`src/rtl/sh2_bus_arbiter.sv`:
```
// Purpose: shares the master SH-2 external bus between the slave SH-2 and the SCU DMA engine.
// Latency: request->BRLS_N one CE_R tick, BGR_N->ack one tick, release->ack/BRLS_N high one tick.
// Backpressure: the winner holds the bus until it releases; the loser waits, and the turnaround gap throttles the next tenure.
module sh2_bus_arbiter #(
  parameter int ARB_MODE   = 0,
  parameter int GAP_CYCLES = 2
) (
  input  logic       CLK,
  input  logic       RST_N,
  input  logic       CE_R,
  input  logic       RES_N,
  input  logic       BREQ_N,
  input  logic       EXBREQ_N,
  input  logic       BGR_N,
  output logic       BRLS_N,
  output logic       BACK_N,
  output logic       EXBACK_N,
  output logic [1:0] OWNER,
  output logic       BUSY
);

  typedef enum logic [1:0] {
    ST_IDLE  = 2'd0,
    ST_REQ   = 2'd1,
    ST_GRANT = 2'd2,
    ST_DRAIN = 2'd3
  } state_t;

  typedef enum logic {
    REQR_SSH = 1'b0,
    REQR_SCU = 1'b1
  } reqr_t;

  localparam logic [3:0] GAP_INIT = 4'(GAP_CYCLES);
  localparam logic [1:0] OWN_MSH  = 2'd0;
  localparam logic [1:0] OWN_SSH  = 2'd1;
  localparam logic [1:0] OWN_SCU  = 2'd2;

  state_t     state_q, state_d;
  reqr_t      win_q, win_d;
  reqr_t      last_q, last_d;
  logic [3:0] gap_q, gap_d;
  logic       brls_n_q, brls_n_d;
  logic       back_n_q, back_n_d;
  logic       exback_n_q, exback_n_d;
  logic [1:0] owner_q, owner_d;

  logic ssh_req;
  logic scu_req;
  logic win_req;

  assign ssh_req = ~BREQ_N;
  assign scu_req = ~EXBREQ_N;
  // Request line of whichever requester currently holds or is waiting for the bus.
  assign win_req = (win_q == REQR_SCU) ? scu_req : ssh_req;

  // Next-state and registered-output computation; nothing moves on ticks without CE_R.
  always_comb begin
    state_d    = state_q;
    win_d      = win_q;
    last_d     = last_q;
    gap_d      = gap_q;
    brls_n_d   = brls_n_q;
    back_n_d   = back_n_q;
    exback_n_d = exback_n_q;
    owner_d    = owner_q;

    if (CE_R) begin
      if (!RES_N) begin
        // Soft reset drops everything at once, without the turnaround gap.
        state_d    = ST_IDLE;
        win_d      = REQR_SSH;
        last_d     = REQR_SCU;
        gap_d      = 4'd0;
        brls_n_d   = 1'b1;
        back_n_d   = 1'b1;
        exback_n_d = 1'b1;
        owner_d    = OWN_MSH;
      end else begin
        case (state_q)
          ST_IDLE: begin
            if (ssh_req || scu_req) begin
              if (ssh_req && scu_req) begin
                if (ARB_MODE == 0) begin
                  win_d = REQR_SCU;
                end else begin
                  win_d = (last_q == REQR_SCU) ? REQR_SSH : REQR_SCU;
                end
              end else begin
                win_d = scu_req ? REQR_SCU : REQR_SSH;
              end
              brls_n_d = 1'b0;
              state_d  = ST_REQ;
            end
          end

          ST_REQ: begin
            // A withdrawn request wins over a grant arriving on the same tick.
            if (!win_req) begin
              brls_n_d = 1'b1;
              gap_d    = GAP_INIT;
              state_d  = ST_DRAIN;
            end else if (!BGR_N) begin
              back_n_d   = (win_q == REQR_SCU);
              exback_n_d = (win_q == REQR_SSH);
              owner_d    = (win_q == REQR_SCU) ? OWN_SCU : OWN_SSH;
              last_d     = win_q;
              state_d    = ST_GRANT;
            end
          end

          ST_GRANT: begin
            // Only the owner's release ends the tenure; BGR_N and the loser are ignored.
            if (!win_req) begin
              back_n_d   = 1'b1;
              exback_n_d = 1'b1;
              brls_n_d   = 1'b1;
              owner_d    = OWN_MSH;
              gap_d      = GAP_INIT;
              state_d    = ST_DRAIN;
            end
          end

          ST_DRAIN: begin
            // Count out the idle gap, then wait for the master to take its bus back.
            if (gap_q != 4'd0) begin
              gap_d = gap_q - 4'd1;
            end else if (BGR_N) begin
              state_d = ST_IDLE;
            end
          end

          default: begin
            state_d = ST_IDLE;
          end
        endcase
      end
    end
  end

  // State and output registers with asynchronous active-low reset.
  always_ff @(posedge CLK or negedge RST_N) begin
    if (!RST_N) begin
      state_q    <= ST_IDLE;
      win_q      <= REQR_SSH;
      last_q     <= REQR_SCU;
      gap_q      <= 4'd0;
      brls_n_q   <= 1'b1;
      back_n_q   <= 1'b1;
      exback_n_q <= 1'b1;
      owner_q    <= OWN_MSH;
    end else begin
      state_q    <= state_d;
      win_q      <= win_d;
      last_q     <= last_d;
      gap_q      <= gap_d;
      brls_n_q   <= brls_n_d;
      back_n_q   <= back_n_d;
      exback_n_q <= exback_n_d;
      owner_q    <= owner_d;
    end
  end

  assign BRLS_N   = brls_n_q;
  assign BACK_N   = back_n_q;
  assign EXBACK_N = exback_n_q;
  assign OWNER    = owner_q;
  assign BUSY     = (state_q != ST_IDLE);

endmodule
```
`config.mk`:
```
export PLATFORM = sky130hd
export DESIGN_NAME = sh2_bus_arbiter
export DESIGN_NICKNAME = d
export VERILOG_FILES = /design/src/rtl/sh2_bus_arbiter.sv
export SDC_FILE = /design/constraint.sdc
export NUM_CORES = 1
export LEC_CHECK = 0
export CAP_MARGIN = 20
export CELL_PAD_IN_SITES_DETAIL_PLACEMENT = 1
export CELL_PAD_IN_SITES_GLOBAL_PLACEMENT = 2
export CORE_MARGIN = 1.5
export CORE_UTILIZATION = 29
export DETAILED_ROUTE_END_ITERATION = 8
export PLACE_DENSITY = 0.72
export SYNTH_ARGS = -nofsm -noshare
export SYNTH_HDL_FRONTEND = slang
export SYNTH_SLANG_ARGS = --single-unit
```
`constraint.sdc`:
```
create_clock -name CLK -period 1.7 [get_ports CLK]
set_clock_uncertainty 0.05 [all_clocks]
set_input_delay 0.255 -clock CLK [delete_from_list [all_inputs] [get_ports CLK]]
set_output_delay 0.255 -clock CLK [all_outputs]
set_load 0.01 [all_outputs]
```
==> out/results.tsv, run 1 <==
metric	value	unit
clock share of power	0.087	
critical-path cell list	clkdlybuf4s50_1	
TritonCTS clock tree	yes	
total power	0.002414	W
clk buf depth	2	
Yosys top cell by area	dfrtp_1	
CP max FO	2	
Buf+Inv Stages, Crit Path	1	
dpl cell area	1199	um^2
largest net degree at the start of global routing	13	
worst min path class	input port to async pin	
# port buffers	12	
Storage cell area	305.3	um^2
Mapped Cells	95	
GRT Total Usage	0.1806	
TritonCTS Sinks	12	
Comb pwr share	0.722	
chip height	57.60	um
fin crit share	0.9770	
synthesized net count	108	
Non-Filler Instances	169	
Final Hold Vio Count	0	
Final Wtd Congestion	0.7889	
Area contributors post-synth	dfrtp_1 (26%), dfstp_2 (9.1%), ha_1 (8.7%)	
switching pwr	0.001003	W
Starting Density	0.3108	
vias per cell	5.479	
Required @ worst endpoint	1.39	ns
Final Setup Violations	0	
synthesized cell area	864.6	um^2
gr ovfl total	0	
Die Wd	57.60	um
Post-synth EDFFs	0	
synthesized area per cell	9.101	um^2
Post-route DRC	0	
status	finished, final reports clean	
switch share	0.4154	
post-synth top area share	0.2605	
DR vias	926	
FMAX	0.6021	GHz
share of layout cells above drive strength 1	0.4420	
post-route cell area	1425	um^2
Int Pwr	0.001411	W
Worst VDD drop	1184	uV
H-tree Lvls	1	
first-pass detailed-route iteration total	4	
post-synthesis sequential area ratio	0.3517	
Top delay family on crit path	flip-flops	
hpwl dp	1972	um
Slew HR	0.7600	
CP Launch Type	flop	
Wirelength per Cell	17.05	um
max_cap viols	0	
vias in the first global route	953	
CORE AREA	2781	um^2
first-pass GRT wire length	4540	um
timing startpoint of the critical path	EXBACK_N	
TNS Setup	0	ns
NumNets Final	152	
final WL	2881	um
post-layout minimum cycle time	1.661	ns
root buf cell	clkbuf_4	
synth warn	0	
Lkg Pwr	0.6176	nW
hold buffers post-CTS	0	
CP Capture Type	primary output	
worst skew pair latency	0.30	ns
FF+latch count, synth	12	
worst r2r src	gap_q[1]	
Slew Limit Fails	0	
initial drt markers	17	
cts bufs inserted	3	
Multi-input gate area	655.6	um^2
actual slew at the worst max-slew pin	0.3589	ns
layout filler cell count	313	
row count	19	
final core utilization	0.5124	
Cells after DPL	160	
pwr/cell area	1694	nW/um^2
Die Area	3318	um^2
Post-DRT Antenna Nets	0	
ant diodes	0	
Ports	13	
share of power burned in registers	0.191	
critical path's slowest cell	dfstp_2	
CP peak stage delay	0.54	ns
initial antenna violation count	0	
kind of critical path	flop to primary output	
area delta synth->final	64.83	%
ys async rst share	1.000	
Clock transition at path regs	0.09	ns
Netlist cell types	40	
Worst EP arrival	1.36	ns
Main synth FF type	dfrtp_1	
==> synth_stat cells, types with 2 or more instances <==
master    number
inv_1         12
dfrtp_1        9
o21ai_0        9
nand2_1        8
ha_1           6
a21oi_1        4
o22ai_1        4
dfstp_2        3
a22oi_1        2
clkbuf_1       2
mux2i_1        2
nand3b_1       2
nand4_1        2
nor4_1         2
o21a_1         2
or3_1          2
==> state kept, by name, summed over array words and instances (netlist names) <==
register	count
BRLS_N	1
gap_q	4
EXBACK_N	1
BACK_N	1
state_q	2
win_q	1
OWNER	2
==> stage by stage <==
step | setup slack (ns) | hold WS, ns
2_1_floorplan | 0.09564 | -0.09059
3_3_place_gp | -0.1400 | 0.4016
3_5_place_dp | -0.1572 | 0.4072
4_1_cts | -0.01151 | 0.2219
5_1_grt | -0.04615 | 0.2193
6_report | 0.03905 | 0.2103
==> routing by layer <==
metal,wire [um],up-vias,global-route usage
met3,108,5,0.02721
met4,47,0,0.06977
li1,-,437,-
met2,1492,18,0.3036
met5,0,-,0
met1,1232,466,0.2318
==> kinds of logic after synthesis <==
kind of cell / share of synthesized area
AOI/OAI and AO/OA: 0.2388
adders and majority gates: 0.08683
buffers and inverters: 0.06656
DFF: 0.3517
muxes: 0.04052
and+or+nand+nor: 0.2156
==> worst paths after layout <==
check                                 to  slack [ns]  depth (start not counted)
worst min register to register    BACK_N        0.42                          2
worst max-delay path            EXBACK_N        0.04                          1
min in group CLK                  BACK_N        0.42                          2
worst max register to register  gap_q[1]        0.05                          7
worst min-delay path            gap_q[3]        0.21                          2
max in group asynchronous         BRLS_N        1.15                          2
==> repair_timing <==
| action | in CTS | in global routing |
|---|---|---|
| pin swaps | 2 | 10 |
| resized for setup | 14 | 24 |
| buffers inserted | 1 | 4 |
| endpoints found under the setup margin | 5 | 10 |
==> layout make-up <==
type                            instances  area share
Clock buffer                            4     0.01844
Tap cell                               31     0.02722
Timing Repair Buffer                   42      0.2485
Inverter                               12     0.03161
Multi-Input combinational cell         68      0.4601
Sequential cell                        12      0.2142
==> power groups by stage <==
stage | combinational [W] | clock, W | sequential, W
floorplan | 0.000667 | 0 | 0.000462
global placement | 0.00122 | 0 | 0.000443
detailed placement | 0.00125 | 0 | 0.000447
CTS | 0.00141 | 0.000211 | 0.000445
global route | 0.00186 | 0.000230 | 0.000473
finish | 0.00174 | 0.000210 | 0.000461
==> layout by cell type (no fill, tap or decap), drive strengths merged, types with 3 or more instances in the layout <==
cell type      synthesis  routed
a21oi                  4       4
buf                    1      30
clkbuf                 2       4
clkdlybuf4s50          0      10
dfrtp                  9       9
dfstp                  3       3
ha                     6       6
inv                   12      12
nand2                  8       8
o21ai                  9       9
o22ai                  4       4
No activity file was read; power rests on OpenSTA's default activity.
==> inputs of run 2 (changes only) <==
Settings changed: ABC_AREA from default to 1, CORE_MARGIN 1.5 to default, CORE_UTILIZATION 29 to 27.
==> out/results.tsv, run 2 <==
metric	value	unit
status	finished, final reports clean	
Mapped Cells	121	
post-synth top area share	0.2528	
worst r2r src	state_q[0]	
Ports	13	
Post-route DRC	0	
Post-DRT Antenna Nets	0	
synthesized area per cell	7.362	um^2
Lkg Pwr	0.5925	nW
CP max FO	2	
flop2flop setup slack	0.17	ns
kind of critical path	flop to primary output	
chip height	59.44	um
Slew HR	0.7731	
max_cap viols	0	
max reg flops	4	
GRT Total Usage	0.1370	
CP Launch Type	flop	
synthesized cell area	890.9	um^2
critical-path cell list	clkdlybuf4s50_1	
TNS Setup	0	ns
Area contributors post-synth	dfrtp_1 (25%), nand2_1 (16%), dfstp_2 (8.8%)	
largest net degree at the start of global routing	13	
Worst VDD drop	554.4	uV
TritonCTS Sinks	12	
ys async rst share	1.000	
ant diodes	0	
Final Wtd Congestion	0.7660	
row count	20	
CP Capture Type	primary output	
worst skew pair latency	0.28	ns
H-tree Lvls	1	
pwr/cell area	1347	nW/um^2
root buf cell	clkbuf_4	
Yosys top cell by area	dfrtp_1	
NumNets Final	155	
hold buffers post-CTS	0	
most common cell after layout, fill and taps aside	nand2_1	
fin crit share	0.9608	
gr ovfl total	0	
hpwl dp	1798	um
synth warn	0	
Worst EP arrival	1.33	ns
unrepaired setup endpoints after global routing	no	
worst min path class	input port to async pin	
Wirelength per Cell	11.42	um
# port buffers	12	
Top delay family on crit path	flip-flops	
R2R depth	9	
Die Area	3533	um^2
CP peak stage delay	0.53	ns
top post-synthesis cells by count	nand2_1 (37), inv_1 (16), dfrtp_1 (9), nor2_1 (8)	
post-layout minimum cycle time	1.633	ns
cts bufs inserted	3	
RR Endpoint	state_q[0]	
CORE AREA	3103	um^2
Slew Limit Fails	0	
DR vias	817	
Hold WS	0.2158	ns
first-pass GRT wire length	3532	um
Buf+Inv Stages, Crit Path	1	
final WL	2113	um
area delta synth->final	25.42	%
Final Hold Vio Count	0	
commonest non-fill, non-tap cells in the layout	nand2_1 (37), inv_1 (16), clkdlybuf4s50_1 (11), dfrtp_1 (9), nor2_1 (8)	
initial drt markers	32	
share of layout cells above drive strength 1	0.2057	
Required @ worst endpoint	1.39	ns
FF+latch count, synth	12	
Final Setup Violations	0	
FMAX	0.6122	GHz
vias in the first global route	797	
Clock transition at path regs	0.09	ns
Netlist cell types	24	
initial antenna violation count	0	
vias per cell	4.416	
Die Wd	59.44	um
first-pass detailed-route iteration total	4	
count leader, synth	nand2_1	
Starting Density	0.2871	
critical path's slowest cell	dfstp_2	
Post-synth EDFFs	0	
actual slew at the worst max-slew pin	0.3393	ns
clk buf depth	2	
TritonCTS clock tree	yes	
Main synth FF type	dfrtp_1	
synthesized net count	134	
post-synthesis sequential area ratio	0.3413	
Biggest register	gap_q	
[run 2: cell count changes after synthesis, sizes merged, moves of 4 or more]
cell   before  now
nand2       8   44
nor2        1   11
inv        12   21
nand3       1    8
o21ai       9    3
o22ai       4    0
[run 2: worst max path at each step]
stage | from | endpoint | slack, ns | depth (start not counted)
after floorplan | state_q[0] | gap_q[2] | 0.28 | 10
after global placement | RES_N | gap_q[3] | 0.04 | 9
after detailed placement | RES_N | gap_q[2] | 0.007 | 9
after CTS | BACK_N | BACK_N | 0.05 | 1
after global routing | EXBACK_N | EXBACK_N | 0.03 | 1
final | BACK_N | BACK_N | 0.07 | 1
[run 2: stage by stage]
step	area (um^2)	instances	power, W	setup slack, ns	utilization
2_1_floorplan	890.9	121	0.0009983	0.2830	-
3_3_place_gp	1085	180	0.001303	0.03671	0.3496
3_5_place_dp	1085	180	0.001332	0.007072	0.3496
4_1_cts	1117	185	0.001528	0.05209	0.3601
5_1_grt	1117	185	0.001649	0.02522	0.3601
6_report	1117	185	0.001505	0.06664	0.3601
[run 2: cells by family after synthesis]
| logic type | count (synthesis) | synth area share |
|---|---|---|
| buffers and inverters | 22 | 0.1011 |
| adder cells (fa/ha/maj) | 6 | 0.08427 |
| XOR/XNOR | 2 | 0.01967 |
| AND/OR/NAND/NOR | 68 | 0.3750 |
| flip-flops | 12 | 0.3413 |
| AO/OA/AOI/OAI | 11 | 0.07864 |
[run 2: repair_timing]
| item | CTS | global route |
|---|---|---|
| gates resized for setup | 1 | 0 |
| setup buffers | 1 | 0 |
| endpoints found under the setup margin | 1 | 0 |
[run 2: worst register-to-register path, cell delays in order, from the launching register on]
cell,delay (ns)
dfrtp_1,0.35
inv_1,0.09
ha_1,0.22
buf_4,0.15
nand2_1,0.08
nor2_1,0.06
nor2_2,0.12
nand2_2,0.09
o21bai_1,0.15
nand2_1,0.07
[run 2: final cells by class]
class,count,area [um^2]
Tap cell,44,55.05
Multi-Input combinational cell,87,496.7
Sequential cell,12,304.0
Inverter,21,78.83
Fill cell,416,1986
Timing Repair Buffer,17,156.4
Clock buffer,4,26.28
[run 2: report_power, final]
| group | leakage, nW | internal, W | switching [W] | total [W] |
|---|---|---|---|---|
| logic | 0.426 | 0.000372 | 0.000473 | 0.000845 |
| registers | 0.151 | 0.000409 | 0.0000568 | 0.000466 |
| clock network | 0.0150 | 0.0000909 | 0.000102 | 0.000193 |
| total | 0.592 | 0.000873 | 0.000632 | 0.00150 |
[run 2: per-layer routing]
metal | share of wire | track usage | vias to the layer above
met3 | 0.029 | 0.02838 | 4
met1 | 0.47 | 0.1676 | 385
met2 | 0.49 | 0.2343 | 12
met4 | 0.011 | 0.05102 | 0
met5 | 0 | 0 | -
li1 | - | - | 416
==> inputs of run 3 (changes only) <==
Settings changed: CAP_MARGIN 20 to default.
==> results of run 3 <==
Same layout as run 2: the final DEF is identical, and so are final timing and power.
